==> src/rtl/reg_writeback_ctrl_if.sv <==
// reg_writeback_ctrl_if: result streams, decode check and register-file write port bundle
interface reg_writeback_ctrl_if;
   logic        fast_valid;
   logic [4:0]  fast_adr;
   logic [31:0] fast_data;
   logic        issue_valid;
   logic [4:0]  issue_adr;
   logic        slow_valid;
   logic [4:0]  slow_adr;
   logic [31:0] slow_data;
   logic        slow_ready;
   logic [4:0]  chk_adr1;
   logic [4:0]  chk_adr2;
   logic [4:0]  chk_rd;
   logic        stall;
   logic        en;
   logic [4:0]  w_adr;
   logic [31:0] w_data;
   modport master (
      output fast_valid, fast_adr, fast_data, issue_valid, issue_adr,
      output slow_valid, slow_adr, slow_data, chk_adr1, chk_adr2, chk_rd,
      input  slow_ready, stall, en, w_adr, w_data
   );
   modport slave (
      input  fast_valid, fast_adr, fast_data, issue_valid, issue_adr,
      input  slow_valid, slow_adr, slow_data, chk_adr1, chk_adr2, chk_rd,
      output slow_ready, stall, en, w_adr, w_data
   );
endinterface

==> src/rtl/reg_writeback_ctrl.sv <==
// reg_writeback_ctrl: merges fast and buffered slow results onto the register-file write port with a busy scoreboard
module reg_writeback_ctrl #(
   parameter int DEPTH = 2
) (
   input logic                 clk,
   input logic                 rst,
   reg_writeback_ctrl_if.slave bus
);
   localparam int AW = $clog2(DEPTH);
   logic [4:0]    adr_q  [DEPTH];
   logic [31:0]   data_q [DEPTH];
   logic [AW-1:0] rd_q, rd_d, wr_q, wr_d;
   logic [AW:0]   cnt_q, cnt_d;
   logic [31:0]   busy_q, busy_d;
   logic          have, push, pop;
   logic [4:0]    sel_adr;
   // fast result has strict priority; otherwise the buffer head drains, x0 never written
   always_comb begin
      have           = cnt_q != '0;
      bus.slow_ready = !rst && !cnt_q[AW];
      push           = bus.slow_valid && bus.slow_ready;
      pop            = !bus.fast_valid && have;
      sel_adr        = bus.fast_valid ? bus.fast_adr : have ? adr_q[rd_q] : 5'd0;
      bus.en         = !rst && (bus.fast_valid || have) && sel_adr != 5'd0;
      bus.w_adr      = rst ? 5'd0 : sel_adr;
      bus.w_data     = rst ? 32'd0 : bus.fast_valid ? bus.fast_data : have ? data_q[rd_q] : 32'd0;
      rd_d           = pop ? rd_q + 1'b1 : rd_q;
      wr_d           = push ? wr_q + 1'b1 : wr_q;
      cnt_d          = cnt_q + {{AW{1'b0}}, push} - {{AW{1'b0}}, pop};
      busy_d         = ((busy_q & ~(pop ? 32'd1 << adr_q[rd_q] : 32'd0))
                       | (bus.issue_valid ? 32'd1 << bus.issue_adr : 32'd0)) & ~32'd1;
      bus.stall      = busy_q[bus.chk_adr1] | busy_q[bus.chk_adr2] | busy_q[bus.chk_rd];
   end
   // pointers, occupancy and scoreboard; reset discards everything pending
   always_ff @(posedge clk or posedge rst) begin
      if (rst) begin
         rd_q   <= '0;
         wr_q   <= '0;
         cnt_q  <= '0;
         busy_q <= '0;
      end else begin
         rd_q   <= rd_d;
         wr_q   <= wr_d;
         cnt_q  <= cnt_d;
         busy_q <= busy_d;
      end
   end
   // buffer storage; contents are only meaningful while counted
   always_ff @(posedge clk) begin
      if (push) begin
         adr_q[wr_q]  <= bus.slow_adr;
         data_q[wr_q] <= bus.slow_data;
      end
   end
endmodule

==> src/flat_wrapper.sv <==
// flat-port wrapper written by rule: the top's interface ports become plain ports
module reg_writeback_ctrl_flat 
#(
   parameter int DEPTH = 2
)
  (clk, rst, bus_fast_valid, bus_fast_adr, bus_fast_data, bus_issue_valid, bus_issue_adr, bus_slow_valid, bus_slow_adr, bus_slow_data, bus_chk_adr1, bus_chk_adr2, bus_chk_rd, bus_slow_ready, bus_stall, bus_en, bus_w_adr, bus_w_data);
  reg_writeback_ctrl_if bus_i ();
  input logic clk;
  input logic rst;
  input wire logic [$bits(bus_i.fast_valid)-1:0] bus_fast_valid;
  input wire logic [$bits(bus_i.fast_adr)-1:0] bus_fast_adr;
  input wire logic [$bits(bus_i.fast_data)-1:0] bus_fast_data;
  input wire logic [$bits(bus_i.issue_valid)-1:0] bus_issue_valid;
  input wire logic [$bits(bus_i.issue_adr)-1:0] bus_issue_adr;
  input wire logic [$bits(bus_i.slow_valid)-1:0] bus_slow_valid;
  input wire logic [$bits(bus_i.slow_adr)-1:0] bus_slow_adr;
  input wire logic [$bits(bus_i.slow_data)-1:0] bus_slow_data;
  input wire logic [$bits(bus_i.chk_adr1)-1:0] bus_chk_adr1;
  input wire logic [$bits(bus_i.chk_adr2)-1:0] bus_chk_adr2;
  input wire logic [$bits(bus_i.chk_rd)-1:0] bus_chk_rd;
  output wire logic [$bits(bus_i.slow_ready)-1:0] bus_slow_ready;
  output wire logic [$bits(bus_i.stall)-1:0] bus_stall;
  output wire logic [$bits(bus_i.en)-1:0] bus_en;
  output wire logic [$bits(bus_i.w_adr)-1:0] bus_w_adr;
  output wire logic [$bits(bus_i.w_data)-1:0] bus_w_data;
  assign bus_i.fast_valid = bus_fast_valid;
  assign bus_i.fast_adr = bus_fast_adr;
  assign bus_i.fast_data = bus_fast_data;
  assign bus_i.issue_valid = bus_issue_valid;
  assign bus_i.issue_adr = bus_issue_adr;
  assign bus_i.slow_valid = bus_slow_valid;
  assign bus_i.slow_adr = bus_slow_adr;
  assign bus_i.slow_data = bus_slow_data;
  assign bus_i.chk_adr1 = bus_chk_adr1;
  assign bus_i.chk_adr2 = bus_chk_adr2;
  assign bus_i.chk_rd = bus_chk_rd;
  assign bus_slow_ready = bus_i.slow_ready;
  assign bus_stall = bus_i.stall;
  assign bus_en = bus_i.en;
  assign bus_w_adr = bus_i.w_adr;
  assign bus_w_data = bus_i.w_data;
  reg_writeback_ctrl #(.DEPTH(DEPTH)) u_core (.clk(clk), .rst(rst), .bus(bus_i));
endmodule
==> config.mk <==
export PLATFORM = sky130hd
export DESIGN_NAME = reg_writeback_ctrl_flat
export DESIGN_NICKNAME = d
export VERILOG_FILES = /design/src/rtl/reg_writeback_ctrl_if.sv /design/src/rtl/reg_writeback_ctrl.sv /design/src/flat_wrapper.sv
export SDC_FILE = /design/constraint.sdc
export NUM_CORES = 1
export LEC_CHECK = 0
export ABC_AREA = 1
export CORE_MARGIN = 8
export CORE_UTILIZATION = 30
export CTS_CLUSTER_SIZE = 28
export DETAILED_ROUTE_END_ITERATION = 7
export SLEW_MARGIN = 10
export SYNTH_ARGS = -nofsm -noshare
export SYNTH_HDL_FRONTEND = slang
export SYNTH_SLANG_ARGS = --single-unit
==> constraint.sdc <==
create_clock -name clk -period 3.59 [get_ports clk]
set_input_delay 0.718 -clock clk [delete_from_list [all_inputs] [get_ports clk]]
set_output_delay 0.718 -clock clk [all_outputs]
set_load 0.05 [all_outputs]
* Yosys cells after proc, flatten, opt, wreduce, memory -nomap -nowiden
Memory sizes are Yosys's and may differ from the RTL's. Cells that the tools add are included.
Storage, ports and cells: register bits 35, RAM bits 74, input bits 99, output and inout port bits 40, word-level logic and storage cells 47, memories kept 2
Memories:
- u_core.data_q | words 2, width 32, read ports 1, clocked after Yosys merged registers in 0, write ports 1, line reg_writeback_ctrl.sv:11 | logic [31:0] data_q [DEPTH];
- u_core.adr_q | words 2, width 5, read ports 1, clocked after Yosys merged registers in 0, write ports 1, line reg_writeback_ctrl.sv:10 | logic [4:0] adr_q [DEPTH];
Cells by class: add/sub/neg operators 4, order comparisons 3, shifts and indexed selects 2, muxes and demuxes 16, bitwise gates (word level) 5, reductions and logical operators 11
Operators with widths (number):
- 32-bit two-way mux | 5
- 1-bit by 5-bit << shifter with 32-bit output, first input constant | 2
- 32-bit AND | 1
- 32-bit inverter | 1
- 32-bit bitwise OR | 1
- 5-bit by 6-bit less-than comparator with 1-bit output, second input constant | 3
- 1-bit binary-select mux with 5-bit select | 3
- 5-bit two-way mux | 3
- 1-bit logical AND | 5
- 1-bit two-way mux | 5
- 5-bit nonzero test | 1
- 1-bit logical NOT | 3
- 1-bit adder, second input constant | 2
- 2-bit by 1-bit adder with 2-bit output | 1
- 1-bit bitwise OR | 2
- 2-bit nonzero test | 1
- 2-bit by 1-bit subtractor with 2-bit output | 1
- 1-bit logical OR | 1

* Longest topological paths before layout
Gate-level depths: netlist of run 1.
depth after elaboration 6, depth in mapped cells 11, depth with buffers taken out 9

* Worst setup path before layout of run 1
OpenSTA, ideal clock, no wires.
path kind input -> register, start input rst, end memory u_core.adr_q[0][0] (enable), setup time 431 ps, data arrival time 3283 ps, data required time 3159 ps, setup slack -125 ps, cell stages on the path 3, buffers on the path 0, path through nor2_1 nand2_1 nor2_1
On the way: longest elaborated chain between the ends 5
Ends and longest elaborated chain:
- from (decl) | line flat_wrapper.sv:9 | input logic rst;
- 1-bit logical NOT | line reg_writeback_ctrl.sv:20 | bus.slow_ready = !rst && !cnt_q[AW];
- 1-bit logical AND | line reg_writeback_ctrl.sv:20
- 1-bit logical AND | line reg_writeback_ctrl.sv:21 | push = bus.slow_valid && bus.slow_ready;
- 1-bit two-way mux | line reg_writeback_ctrl.sv:50 | if (push) begin
- 1-bit two-way mux (not written as such) | line reg_writeback_ctrl.sv:51 | adr_q[wr_q] <= bus.slow_adr;
- to (decl) | line reg_writeback_ctrl.sv:10
Every way passes these cells.

* Final worst setup path of run 1
start input bus_chk_adr1[1], end output bus_stall
On the way: longest elaborated chain between the ends 4
Ends and longest elaborated chain:
- from (decl) | line flat_wrapper.sv:18 | input wire logic [$bits(bus_i.chk_adr1)-1:0] bus_chk_adr1;
- 1-bit binary-select mux with 5-bit select | line reg_writeback_ctrl.sv:32 | bus.stall = busy_q[bus.chk_adr1] | busy_q[bus.chk_adr2] | busy_q[bus.chk_rd];
- 1-bit two-way mux (not written as such) | line reg_writeback_ctrl.sv:32
- 1-bit bitwise OR (2 in series) | line reg_writeback_ctrl.sv:32
- to (decl) | line flat_wrapper.sv:22 | output wire logic [$bits(bus_i.stall)-1:0] bus_stall;
Every way passes these cells. The select of a mux whose other input is x is not followed.

==> results of run 1 <==
-- kinds of logic after synthesis --
kind of cell | count (synthesis) | synth area share [%]
simple gates | 329 | 23.4
compound gates | 109 | 9.83
flops | 109 | 53.0
buf+inv | 93 | 6.53
mux | 32 | 6.17
xor+xnor | 4 | 0.600
fa+ha+maj | 2 | 0.428
-- sequential cells by signal (all words and copies together) (netlist names) --
| signal | flops |
|---|---|
| u_core.cnt_q | 2 |
| u_core.adr_q | 10 |
| u_core.busy_q | 31 |
| u_core.wr_q | 1 |
| u_core.data_q | 64 |
| u_core.rd_q | 1 |
-- worst min path at each step --
stage / cells past startpoint / slack (ns) / start / to
floorplan: 2 / 0.46 / u_core.busy_q[7] / u_core.busy_q[7]
global placement: 2 / 0.49 / u_core.busy_q[6] / u_core.busy_q[6]
detailed placement: 2 / 0.49 / u_core.busy_q[6] / u_core.busy_q[6]
CTS: 2 / 0.51 / u_core.busy_q[7] / u_core.busy_q[7]
global route: 2 / 0.53 / u_core.busy_q[5] / u_core.busy_q[5]
finish: 2 / 0.50 / u_core.busy_q[7] / u_core.busy_q[7]
-- cell usage in the layout, fill, tap and decap left out, types with 2 or more instances in the layout --
master | Yosys | layout
a21oi_1 | 33 | 33
a31oi_1 | 2 | 2
buf_12 | 0 | 40
buf_4 | 4 | 15
clkbuf_1 | 18 | 2
clkbuf_16 | 0 | 9
clkdlybuf4s50_1 | 0 | 98
clkinv_1 | 1 | 3
clkinvlp_4 | 0 | 2
dfrtp_1 | 35 | 34
edfxtp_1 | 74 | 74
ha_1 | 2 | 2
inv_1 | 58 | 58
mux2_2 | 32 | 32
nand2_1 | 213 | 213
nand2_2 | 2 | 2
nand3_1 | 77 | 77
nand4_1 | 5 | 5
nor2_1 | 22 | 20
nor2_2 | 3 | 3
nor2_4 | 0 | 2
nor3_1 | 4 | 4
o21ai_0 | 53 | 53
o21ai_1 | 15 | 15
o21ai_2 | 3 | 3
xnor2_1 | 2 | 2
xor2_1 | 2 | 2
-- layout make-up --
class                           instances  area [sq um]
Tap cell                              265           332
Timing Repair Buffer                  153          1890
Multi-Input combinational cell        476          2380
Clock buffer                           11           233
Clock inverter                          5          27.5
Fill cell                            1940         11100
Inverter                               61           231
Sequential cell                       109          3100
-- metal layers --
metal	track usage [%]	vias to the layer above	part of all wire (%)	wire length, um
met2	23.0	213	44	7960
met5	0	-	0	0
met4	6.19	0	2.6	482
met3	5.90	30	9.6	1750
met1	18.8	2360	44	8010
li1	-	2551	-	-
-- per-stage QoR --
step | area (sq um) | hold WS, ns
floorplan | 5840 | 0.457
global placement | 7940 | 0.485
detailed placement | 7940 | 0.491
CTS | 8200 | 0.507
global route | 8200 | 0.526
finish | 8200 | 0.503
-- worst min-delay path: stages, from the launching register on --
cell and delay [ns]:
dfrtp_1 0.34, o21ai_1 0.06, o21ai_0 0.07
-- power groups by stage --
stage / combinational [mW] / clock, mW / sequential (mW)
2_1_floorplan: 1.33 / 0 / 1.80
3_3_place_gp: 2.04 / 0 / 1.98
3_5_place_dp: 2.05 / 0 / 1.99
4_1_cts: 2.06 / 0.915 / 1.96
5_1_grt: 2.25 / 0.957 / 2.00
6_report: 2.05 / 0.894 / 1.97
==> results.cfg, run 1 <==
[synth]
synth-edff-count = 74
postSynthAreaPerCell_sq_um = 8.62
yosysSeqAreaShare_pct = 53.0
synth_top_area_share_pct = 38.0
synth_area_leaders = edfxtp_1 38%, dfrtp_1 15%, nand2_1 14%
syn-num-nets = 779
netlist_area_sq_um = 5840
synth_common_cells = 213 x nand2_1, 77 x nand3_1, 74 x edfxtp_1
synth-warning-count = 0
ys_seq_elements = 109
synth_flop_cell = edfxtp_1
synth_cell_types = 34
yosys.cell_count.top_type = nand2_1
synth_cells = 678
yosysTopAreaCell = edfxtp_1
synthArstFlopShare_pct = 32.1

[sta]
setup-violations-final = 0
skew_ns = 0.00910
setup_tns_ns = 0
slew_headroom_pct = 59.1
maxClockFrequency_mhz = 327
rsz0062_at_grt = no
finalCritPeriodShare_pct = 85.3
fin_crit_ns = 3.06
hold_violations = 0
slew_violations = 0
tightest_slew_ns = 0.613
timing.final.ws_setup_ns = 0.529

[worst_setup_path]
reg2regPathDepth = 10
critPathCaptureType = primary output
worst-path-stages = 10
arrival_ns = 2.34
crit_path_cell_trace = clkdlybuf4s50_1, inv_1, nand3_1, nand3_1, nand2_1, nand2_1, nand3_1, nand2_1, nand3_1, buf_12
worst_setup_path_start_kind = input port
path_buf_inv = 3
cp-startpoint = bus_chk_adr1[1]
path_class = in2out
cpMaxStageDelayCell = clkdlybuf4s50_1
r2r_start = u_core.cnt_q[1]
cp_top_family = buffers and inverters
slowest_delay_ns = 0.67
r2r_end = u_core.cnt_q[1]
crit_path_end = bus_stall
required_ns = 2.87
path_max_fanout = 9
cp_common_cell = nand3_1
reg2reg_setup_slack_ns = 1.64

[global_routing]
overflow = 0
grt.total_usage_pct = 15.1
grt_pass1_wl_um = 28400
grt_antenna_before_repair = 0
grt_pass1_vias = 5116
grt_start_max_net_pins = 38

[clocking]
ctsHoldBuffers = 0
cts_buffers = 9
clkSinkCount = 109
cts_tree = done
worstSkewPairLatency_ns = 0.35
post_cts_buffers = 0
root_buffer = clkbuf_16
clkTransAtPathRegs_ns = 0.06
post_cts_resized = 0
cts.path.max_buffers = 2
cts_max_level = 3

[route]
via_count = 5154
ant_nets = 0
drt-initial-drc-count = 333
dr.pass1.iters = 5
drc = 0
detail_route.wl_per_cell_um = 16.9
viasPerCell = 4.77
wirelength_um = 18200

[die]
die_h_um = 156
ios = 139
design.die.area_sq_um = 24200
rows = 51
core_sq_um = 19300
fp.dieW_um = 156
start_util_pct = 30.3

[final_layout]
synthToLayoutAreaGrowth_pct = 40.2
finalNetCount = 911
finalCoreUtilization_pct = 42.5
antennaDiodeCount = 0
instances_no_fill = 1080
drive_gt1_share_pct = 13.9

[power]
p_int_mw = 2.95
total_power_mw = 4.91
p_comb_share_pct = 41.7
pwr-share-clk_pct = 18.2
power_density_nw_per_um2 = 600
switching_share_pct = 39.9
seqPwrFrac_pct = 40.2
power.switching_mw = 1.96
vdd_ir_drop_max_mv = 0.351
p_leak_nw = 3.26

[placed_design]
port-buffer-count = 138
place_inst = 1064
dp_hpwl_um = 13600
gp_congestion = 0.920
dp_slack_ns = 0.515

[job]
max_cap_viol_count = 0

[run_status]
status = complete, no violations

[hold_path]
hp-class = reg2reg
No activity file was read; power rests on OpenSTA's default activity.
==> run 2, diff against run 1 <==
--- a/config.mk
+++ b/config.mk
@@ -8,6 +8,7 @@
 export ABC_AREA = 1
 export CORE_MARGIN = 8
 export CORE_UTILIZATION = 30
+export CTS_BUF_LIST = sky130_fd_sc_hd__clkbuf_8
 export CTS_CLUSTER_SIZE = 28
 export DETAILED_ROUTE_END_ITERATION = 7
 export SLEW_MARGIN = 10
==> results.cfg, run 2 (synthesis gave the netlist of run 1 again) <==
[run_status]
status = complete, no violations

[worst_setup_path]
path_class = in2out
worst_setup_path_start_kind = input port
required_ns = 2.87
arrival_ns = 2.37
path_max_fanout = 9
critPathCaptureType = primary output

[sta]
fin_crit_ns = 3.08
slew_violations = 0
slew_headroom_pct = 61.7
setup-violations-final = 0
hold_violations = 0
skew_ns = 0.0107
tightest_slew_ns = 0.573
setup_tns_ns = 0
rsz0062_at_grt = no
finalCritPeriodShare_pct = 85.9
holdWs_ns = 0.510
maxClockFrequency_mhz = 324

[final_layout]
layout_commonest_cell = nand2_1
finalNetCount = 911
instances_no_fill = 1080
largest_register = u_core.data_q
design_area_sq_um = 8100
num-fill-cells = 1951
largest_register_ffs = 64
antennaDiodeCount = 0
drive_gt1_share_pct = 13.9
reg_top3 = u_core.data_q: 64 flops, u_core.busy_q: 31 flops, u_core.adr_q: 10 flops
layout_common_cells = 213 x nand2_1, 98 x clkdlybuf4s50_1, 77 x nand3_1, 74 x edfxtp_1, 60 x inv_1
synthToLayoutAreaGrowth_pct = 38.5

[route]
detail_route.wl_per_cell_um = 16.9
drc = 0
ant_nets = 0
dr.pass1.iters = 5
viasPerCell = 4.76
wirelength_um = 18200
drt-initial-drc-count = 363
via_count = 5136

[clocking]
clkSinkCount = 109
clkTransAtPathRegs_ns = 0.09
cts.path.max_buffers = 2
ctsHoldBuffers = 0
cts_buffers = 9
cts_tree = done
post_cts_buffers = 0
post_cts_resized = 0
worstSkewPairLatency_ns = 0.37
root_buffer = clkbuf_8
cts_max_level = 3

[global_routing]
overflow = 0
grt_antenna_before_repair = 0
grt_start_max_net_pins = 38
grt.total_usage_pct = 15.1
grt_pass1_vias = 5128
grt_pass1_wl_um = 28400

[placed_design]
dp_hpwl_um = 13600
place_area_sq_um = 7940
gp_congestion = 0.920
place_inst = 1064
port-buffer-count = 138

[die]
ios = 139
fp.dieW_um = 156
start_util_pct = 30.3
die_h_um = 156
core_sq_um = 19300
design.die.area_sq_um = 24200
rows = 51

[power]
p_comb_share_pct = 43.9
pwr-share-clk_pct = 13.9
power.switching_mw = 1.94
p_int_mw = 2.73
power_density_nw_per_um2 = 576
vdd_ir_drop_max_mv = 0.255
switching_share_pct = 41.5
total_power_mw = 4.66
p_leak_nw = 3.22
seqPwrFrac_pct = 42.2

[hold_path]
hp-class = reg2reg

[job]
max_cap_viol_count = 0
==> run 2: changes by cell type in the layout (fill, tap and decap cells not counted) <==
| cell | delta |
|---|---|
| clkbuf_1 | -2 |
| clkbuf_8 | +9 |
| inv_1 | +2 |
| clkbuf_16 | -9 |
==> run 2: worst paths after layout <==
check	start	end	slack, ns	cells after the start
min reg2reg	u_core.busy_q[7]	u_core.busy_q[7]	0.51	2
min	u_core.busy_q[7]	u_core.busy_q[7]	0.51	2
max	bus_chk_adr1[1]	bus_stall	0.51	10
min in group asynchronous	rst	u_core.cnt_q[0]	1.10	3
max in group asynchronous	rst	u_core.rd_q	2.15	3
max reg2reg	u_core.cnt_q[1]	u_core.cnt_q[1]	1.64	10
==> run 2: metrics by stage <==
step	util, %	setup slack, ns
after detailed placement	41.2	0.515
after global routing	42.0	0.365
final	42.0	0.507
after CTS	42.0	0.518
after floorplan	-	-0.125
after global placement	41.2	0.532
==> run 2: power groups by stage <==
stage	clock network [mW]	logic, mW	registers, mW
after floorplan	0	1.33	1.80
after global placement	0	2.04	1.98
after detailed placement	0	2.05	1.99
after CTS	0.659	2.06	1.96
after global routing	0.705	2.25	2.00
final	0.646	2.05	1.97
==> run 2: layout make-up <==
cell class / instances / area, sq um / share of cell area, %
Sequential cell: 109 / 3100 / 38.3
Multi-Input combinational cell: 476 / 2380 / 29.4
Timing Repair Buffer: 153 / 1890 / 23.4
Tap cell: 265 / 332 / 4.10
Inverter: 61 / 231 / 2.86
Clock buffer: 9 / 124 / 1.53
Clock inverter: 7 / 35.0 / 0.433
==> run 2: worst max-delay path, stage by stage <==
cell and delay, ns:
clkdlybuf4s50_1 0.68, inv_1 0.24, nand3_1 0.14, nand3_1 0.07, nand2_1 0.08, nand2_1 0.06, nand3_1 0.06, nand2_1 0.05
nand3_1 0.12, buf_12 0.15
==> run 2: per-layer routing <==
metal  part of all wire [%]  routed length (um)  up-vias  GRT usage [%]
met5                      0                   0        -              0
met2                     44                8050      190           23.0
met1                     44                8020     2370           18.7
met3                    9.4                1710       28           6.04
li1                       -                   -     2548              -
met4                    2.4                 435        0           6.33
==> run 3, diff against run 2 <==
--- a/config.mk
+++ b/config.mk
@@ -11,6 +11,7 @@
 export CTS_BUF_LIST = sky130_fd_sc_hd__clkbuf_8
 export CTS_CLUSTER_SIZE = 28
 export DETAILED_ROUTE_END_ITERATION = 7
+export GPL_TIMING_DRIVEN = 0
 export SLEW_MARGIN = 10
 export SYNTH_ARGS = -nofsm -noshare
 export SYNTH_HDL_FRONTEND = slang
==> results.cfg, run 3 (synthesis gave the netlist of run 1 again) <==
[final_layout]
largest_register_ffs = 64
finalNetCount = 924
layout_common_cells = 213 x nand2_1, 98 x clkdlybuf4s50_1, 77 x nand3_1, 74 x edfxtp_1, 57 x inv_1
design_area_sq_um = 7760
instances_no_fill = 1095
drive_gt1_share_pct = 11.0
layout_commonest_cell = nand2_1
largest_register = u_core.data_q
num-fill-cells = 2022
synthToLayoutAreaGrowth_pct = 32.8
finalCoreUtilization_pct = 40.3
reg_top3 = u_core.data_q: 64 flops, u_core.busy_q: 31 flops, u_core.adr_q: 10 flops
multi_input_area_sq_um = 2380
register_area_sq_um = 3100

[run_status]
status = complete, no violations

[route]
wl_met3_um = 2070
routed.top_layer = met5
drt-initial-drc-count = 376
drt-met1-wl_um = 7450
detail_route.wl_per_cell_um = 16.4
via_count = 5222
dr.pass1.iters = 5
ant_nets = 0
drc = 0
viasPerCell = 4.77
wl_met2_um = 7970
wirelength_um = 18000

[clocking]
cts_buffers = 9
cts.path.max_buffers = 2
clkSinkCount = 109
worstSkewPairLatency_ns = 0.40
root_buffer = clkbuf_8
cts_tree = done
clkTransAtPathRegs_ns = 0.11
cts_max_level = 3
post_cts_buffers = 0

[placed_design]
place_area_sq_um = 7560
port-buffer-count = 132
gp_congestion = 0.894
place_inst = 1077
dp_hpwl_um = 13800

[sta]
setup-violations-final = 0
tightest_slew_ns = 0.728
fin_crit_ns = 3.46
slew_headroom_pct = 51.4
rsz0062_at_grt = no
finalCritPeriodShare_pct = 96.4
skew_ns = 0.0157
hold_violations = 0
setup_tns_ns = 0
maxClockFrequency_mhz = 289
slew_violations = 0

[die]
design.die.area_sq_um = 24200
core_sq_um = 19300
rows = 51
start_util_pct = 30.3
ios = 139
die_h_um = 156
fp.dieW_um = 156

[worst_setup_path]
arrival_ns = 2.74
path_max_fanout = 10
worst_setup_path_start_kind = input port
path_class = in2out
reg2regPathDepth = 10
critPathCaptureType = primary output
required_ns = 2.87

[job]
max_cap_viol_count = 0

[power]
vdd_ir_drop_max_mv = 0.217
switching_share_pct = 42.0
seqPwrFrac_pct = 42.5
pwr-share-clk_pct = 17.0
power_density_nw_per_um2 = 592
p_int_mw = 2.67
p_comb_share_pct = 40.5
power.switching_mw = 1.93
p_leak_nw = 3.14

[global_routing]
grt_pass1_vias = 5124
grt_antenna_before_repair = 2
grt_start_max_net_pins = 36
grt.total_usage_pct = 15.0
overflow = 0
grt_pass1_wl_um = 28000

[hold_path]
hp-class = reg2reg
hold_path_depth = 2
## run 3: per-stage QoR
step	setup WS, ns	total power, mW	hold slack, ns
5_1_grt	0.00448	4.90	0.559
2_1_floorplan	-0.125	3.13	0.457
3_3_place_gp	-0.934	3.85	0.478
3_5_place_dp	-0.386	3.87	0.490
4_1_cts	0.00698	4.61	0.514
6_report	0.131	4.60	0.514
## run 3: path summary, 6_finish.rpt
path | slack, ns | start | end
worst max-delay path | 0.13 | bus_fast_valid | bus_w_adr[3]
worst min-delay path | 0.51 | u_core.busy_q[5] | u_core.busy_q[5]
worst max register to register | 1.54 | u_core.cnt_q[1] | u_core.cnt_q[1]
worst min register to register | 0.51 | u_core.busy_q[5] | u_core.busy_q[5]
max in group asynchronous | 1.91 | rst | u_core.busy_q[11]
min in group asynchronous | 1.21 | rst | u_core.cnt_q[0]
## run 3: layout make-up
type / instances / area share, %
sequential: 109 / 39.9
multi-input combinational: 476 / 30.7
timing repair buffer: 134 / 17.4
tap: 265 / 4.27
inverter: 61 / 2.98
buffer: 32 / 2.03
clock buffer: 9 / 1.60
clock inverter: 7 / 1.05
antenna: 2 / 0.0645
## run 3: timing repair
item                                    CTS  global route
hold buffers                              0             0
gates resized for setup                  54            12
endpoints found under the hold margin     0             0
endpoints found under the setup margin   39            32
## run 3: power by group through the flow
| stage | combinational [mW] | sequential (mW) | clock (mW) |
|---|---|---|---|
| 2_1_floorplan | 1.33 | 1.80 | 0 |
| 3_3_place_gp | 1.87 | 1.97 | 0 |
| 3_5_place_dp | 1.90 | 1.97 | 0 |
| 4_1_cts | 1.88 | 1.94 | 0.792 |
| 5_1_grt | 2.08 | 1.97 | 0.842 |
| 6_report | 1.86 | 1.95 | 0.782 |
## run 3: critical path, cell delays in order
cell and delay [ns]:
clkdlybuf4s50_1 0.51, clkbuf_2 0.30, nand2_1 0.08, o21ai_0 0.08, inv_1 0.08, nor2_1 0.09
clkdlybuf4s50_1 0.89
## run 3: routing by layer
metal / vias up / GRT usage [%]
met2: 214 / 23.1
met4: 2 / 6.10
li1: 2572 / -
met3: 35 / 6.26
met5: - / 0
met1: 2399 / 18.3
